--- src/rtl/lock_controller.sv ---
`default_nettype none
// +---------------------------------------------------------------------------+
// | Module : lock_controller                                                  |
// | Desc   : 4-digit BCD keypad lock with retry lockout and timed auto-relock |
// | Rev    : 1.0 - initial release                                            |
// +---------------------------------------------------------------------------+
module lock_controller #(
  parameter logic [15:0] CODE           = 16'h1234,
  parameter int unsigned MAX_TRIES      = 3,
  parameter int unsigned UNLOCK_CYCLES  = 100_000_000,
  parameter int unsigned LOCKOUT_CYCLES = 200_000_000
) (
  input  logic       clk,
  input  logic       rst_n,
  input  logic [3:0] digit,
  input  logic       digit_valid,
  input  logic       enter,
  input  logic       clear,
  input  logic       lock_req,
  output logic       state,
  output logic       alarm,
  output logic [2:0] digits_entered,
  output logic [2:0] fail_cnt
);

  typedef enum logic [1:0] {
    LOCKED   = 2'd0,
    ENTRY    = 2'd1,
    UNLOCKED = 2'd2,
    LOCKOUT  = 2'd3
  } fsm_t;

  localparam logic [27:0] C_UNLOCK_LOAD  = 28'(UNLOCK_CYCLES - 1);
  localparam logic [27:0] C_LOCKOUT_LOAD = 28'(LOCKOUT_CYCLES - 1);
  localparam logic [2:0]  C_MAX_TRIES    = 3'(MAX_TRIES);

  fsm_t        fsm_q,    fsm_d;
  logic [15:0] buf_q,    buf_d;
  logic [2:0]  cnt_q,    cnt_d;
  logic [2:0]  fail_q,   fail_d;
  logic [27:0] timer_q,  timer_d;
  logic        unl_q,    unl_d;
  logic        alarm_q,  alarm_d;

  logic        w_key_ok;
  logic [2:0]  w_fail_inc;

  assign w_key_ok   = digit_valid && (digit <= 4'd9);
  assign w_fail_inc = fail_q + 3'd1;

  always_ff @(posedge clk or negedge rst_n) begin
    if (!rst_n) begin
      fsm_q   <= LOCKED;
      buf_q   <= '0;
      cnt_q   <= '0;
      fail_q  <= '0;
      timer_q <= '0;
      unl_q   <= 1'b0;
      alarm_q <= 1'b0;
    end else begin
      fsm_q   <= fsm_d;
      buf_q   <= buf_d;
      cnt_q   <= cnt_d;
      fail_q  <= fail_d;
      timer_q <= timer_d;
      unl_q   <= unl_d;
      alarm_q <= alarm_d;
    end
  end

  always_comb begin
    fsm_d   = fsm_q;
    buf_d   = buf_q;
    cnt_d   = cnt_q;
    fail_d  = fail_q;
    timer_d = timer_q;
    unl_d   = unl_q;
    alarm_d = alarm_q;
    case (fsm_q)
      LOCKED: begin
        // clear and enter outrank a coinciding keypress even here
        if (!clear && !enter && w_key_ok) begin
          buf_d = {12'h000, digit};
          cnt_d = 3'd1;
          fsm_d = ENTRY;
        end
      end
      ENTRY: begin
        if (clear) begin
          fsm_d = LOCKED;
          buf_d = '0;
          cnt_d = '0;
        end else if (enter) begin
          buf_d = '0;
          cnt_d = '0;
          if (cnt_q == 3'd4 && buf_q == CODE) begin
            fsm_d   = UNLOCKED;
            unl_d   = 1'b1;
            fail_d  = '0;
            timer_d = C_UNLOCK_LOAD;
          end else begin
            fail_d = w_fail_inc;
            if (w_fail_inc == C_MAX_TRIES) begin
              fsm_d   = LOCKOUT;
              alarm_d = 1'b1;
              timer_d = C_LOCKOUT_LOAD;
            end else begin
              fsm_d = LOCKED;
            end
          end
        end else if (w_key_ok && cnt_q < 3'd4) begin
          buf_d = {buf_q[11:0], digit};
          cnt_d = cnt_q + 3'd1;
        end
      end
      UNLOCKED: begin
        if (lock_req || timer_q == 28'd0) begin
          fsm_d = LOCKED;
          unl_d = 1'b0;
        end else begin
          timer_d = timer_q - 28'd1;
        end
      end
      LOCKOUT: begin
        if (timer_q == 28'd0) begin
          fsm_d   = LOCKED;
          alarm_d = 1'b0;
          fail_d  = '0;
        end else begin
          timer_d = timer_q - 28'd1;
        end
      end
      default: fsm_d = LOCKED;
    endcase
  end

  assign state          = unl_q;
  assign alarm          = alarm_q;
  assign digits_entered = cnt_q;
  assign fail_cnt       = fail_q;

endmodule
`default_nettype wire

--- config.mk ---
export PLATFORM = sky130hd
export DESIGN_NAME = lock_controller
export DESIGN_NICKNAME = d
export VERILOG_FILES = /design/src/rtl/lock_controller.sv
export SDC_FILE = /design/constraint.sdc
export NUM_CORES = 1
export LEC_CHECK = 0
export CAP_MARGIN = 0
export CORE_ASPECT_RATIO = 1.75
export CORE_UTILIZATION = 60
export CTS_CLUSTER_DIAMETER = 80
export CTS_CLUSTER_SIZE = 25
export DETAILED_ROUTE_END_ITERATION = 10
export PLACE_DENSITY_LB_ADDON = 0.15
export SLEW_MARGIN = 40
export SYNTH_ARGS = -nofsm -noshare
export SYNTH_HDL_FRONTEND = slang
export SYNTH_SLANG_ARGS = --single-unit
--- constraint.sdc ---
create_clock -name clk -period 4.66 [get_ports clk]
set_clock_uncertainty 0.05 [all_clocks]
set_input_delay 0.932 -clock clk [delete_from_list [all_inputs] [get_ports clk]]
set_output_delay 0.932 -clock clk [all_outputs]
set_load 0.1 [all_outputs]
==> reports/results.tsv <==
metric	value	unit
Hold WC Path Type	reg -> reg	
sequential share of the synthesized area	43.0	%
Synth Area in Simple Gates	28.8	%
cts bufs inserted	5	
post-synthesis xor/xnor area fraction	0.278	%
DR vias	2917	
Synth Register Bits	54	
Pleak	1.36	nW
I/O Pins	18	
nature of the critical path endpoint	flip-flop	
Max Cap Viol	0	
Yosys top cell by area	dfrtp_1	
Compound-Gate Fraction of Synth Area	18.9	%
final worst slack	1.30	ns
design area	0.00340	mm^2
cell row count	34	
Yosys warning count	0	
post-route ant nets	0	
Port Buffers	17	
Post-Syn Nets	368	
post-synth top area share	43.0	%
Final Cycle Share	72.1	%
worst vdd rail ir drop	0.000419	V
Total GRT Usage	31.0	%
dpl cells	411	
worst skew pair latency	0.32	ns
Syn Area/Cell	8.94	um^2
post-CTS resize count	0	
Final Hold Viols	0	
core area	0.00502	mm^2
P&R area growth vs syn	8.11	%
Setup CP Type	in -> reg	
Tmin final	3.36	ns
total power	1.92	mW
GRT overflow	0	
die area	0.00555	mm^2
CTS tree	built	
Post-CTS Setup Bufs	0	
final core utilization	67.7	%
Root Driver	clkbuf_8	
number of global-route vias before repair	2850	
Main synth FF type	dfrtp_1	
fillers	430	
status	completed	
synth top area cells	dfrtp_1 43%, o21ai_0 5.4%, nand3_1 4.3%	
Synth Instances	352	
gpl congestion	0.893	
worst-path fanout max	20	
clock slew at the register clock pins of the worst setup and hold paths	0.11	ns
WL/cell	18.9	um
non-filler cells, final	419	
TNS Setup	0	ns
WP data required	4.86	ns
Clock Path Buffers	2	
Sequential cell area	0.00135	mm^2
crit path launch type	input pin	
Final Max Slew Viols	0	
clk sink count	54	
Min Hold Slack	0.454	ns
largest family of logic cells by synthesized area	simple AND/OR/NAND/NOR gates	
endpoints failing setup	0	
pre-CTS setup slack	1.00	ns
post-synthesis mux area share	0.676	%
Post-route DRC	0	
1st-iter DRT viols	178	
initial antenna violation count	0	
post-synthesis cell type count	60	
Die H	97.8	um
headroom to the max-slew limit	47.2	%
antenna cell count	0	
multi-input logic area	0.00162	mm^2
number of flops mapped to enable cells by yosys	0	
largest net degree at the start of global routing	55	
fin nets	380	
FMAX	298	MHz
layout cells sized above 1	11.0	%
Cell Area, Placed	0.00330	mm^2
Starting Density	62.7	%
CTS H-tree depth	2	
CP arrival	3.56	ns
global-route wire length before repair	13.5	mm
asr flop ratio synth	100	%
Die W	56.7	um
Worst-Margin Slew	0.787	ns
TritonRoute pass-1 iters	4	
power density over cell area	565	mW/mm^2
drt total wl	7.93	mm
post-synthesis cell area	0.00315	mm^2
RSZ-0062 raised after global routing	false	
Post-Synth Adder-Cell Area	2.39	%
Via density	6.96	
Hold Buf Count CTS	0	
HPWL Detailed	5.74	mm
==> cell usage after synthesis (3+ instances only) <==
cell type and number:
dfrtp_1 54, o21ai_0 34, nand3_1 27, inv_1 25
nor2_1 17, a21oi_1 14, clkbuf_1 13, nand2_1 13
nor4_1 13, or3_1 13, a31oi_1 10, nand4_1 10
nor3_1 10, or4_1 9, o31ai_1 8, and4_1 7
ha_1 6, or2_2 6, a22o_1 3, and2_1 3
and3_1 3, buf_6 3, nand2b_1 3, nor2b_1 3
nor4b_1 3
==> path summary, 6_finish.rpt <==
| kind | depth (start not counted) | from | slack [ns] | endpoint |
|---|---|---|---|---|
| max | 6 | clear | 1.30 | timer_q[11]$_DFFE_PN0P_ |
| min | 1 | state$_DFFE_PN0P_ | 0.45 | state$_DFFE_PN0P_ |
| max reg2reg | 7 | timer_q[0]$_DFFE_PN0P_ | 1.30 | timer_q[22]$_DFFE_PN0P_ |
| min reg2reg | 1 | state$_DFFE_PN0P_ | 0.45 | state$_DFFE_PN0P_ |
| max in group asynchronous | 2 | rst_n | 3.41 | buf_q[3]$_DFFE_PN0P_ |
| min in group asynchronous | 2 | rst_n | 0.69 | timer_q[16]$_DFFE_PN0P_ |
==> final cells by class <==
class / instances / area share (%)
multi-input combinational: 255 / 47.6
sequential: 54 / 39.7
timing repair buffer: 23 / 5.00
inverter: 25 / 2.76
clock buffer: 6 / 2.43
tap: 54 / 1.99
clock inverter: 2 / 0.478
==> worst max-delay path, stage by stage <==
cell	delay (ns)
clkdlybuf4s50_1	0.47
nor4bb_1	0.66
a21oi_1	0.16
a41o_1	0.49
or4_2	0.69
a21oi_1	0.15
==> power by group <==
part	internal (mW)	switching (mW)
Sequential	0.612	0.196
Clock	0.123	0.166
Combinational	0.270	0.555
Total	1.01	0.917
==> logic make-up (layout without fill, tap and decap cells) <==
| family | count (synthesis) | after routing |
|---|---|---|
| buf+inv | 43 | 56 |
| flops | 54 | 54 |
| mux | 2 | 2 |
| compound gates | 93 | 93 |
| fa+ha+maj | 6 | 6 |
| simple gates | 153 | 153 |
| xor+xnor | 1 | 1 |
==> layout by cell type, fill, tap and decap left out, types with 6 or more instances in the layout <==
cell and instances:
ha_1 6, nor2_1 16, clkdlybuf4s50_1 8, a31oi_1 10, nand2_1 13, a21oi_1 13
or2_2 6, or4_1 9, nor4_1 13, dfrtp_1 54, nand4_1 10, clkbuf_8 6
buf_2 9, and4_1 7, buf_4 6, inv_1 25, o21ai_0 33, or3_1 13
nand3_1 27, nor3_1 9, o31ai_1 8
==> flip-flops by register name, indices dropped and copies added, names as in the netlist <==
signal          count
timer_q            28
buf_q              16
digits_entered      3
fail_cnt            3
fsm_q               2
alarm               1
state               1
==> metal layers <==
layer / wire length (um) / part of all wire, % / track usage, % / vias up
li1: - / - / - / 1365
met1: 2960 / 37 / 35.6 / 1419
met2: 4270 / 54 / 55.2 / 102
met3: 351 / 4.4 / 4.24 / 31
met4: 355 / 4.5 / 15.4 / 0
met5: 0 / 0 / 0 / -
Power figures use the tool's default switching activity.
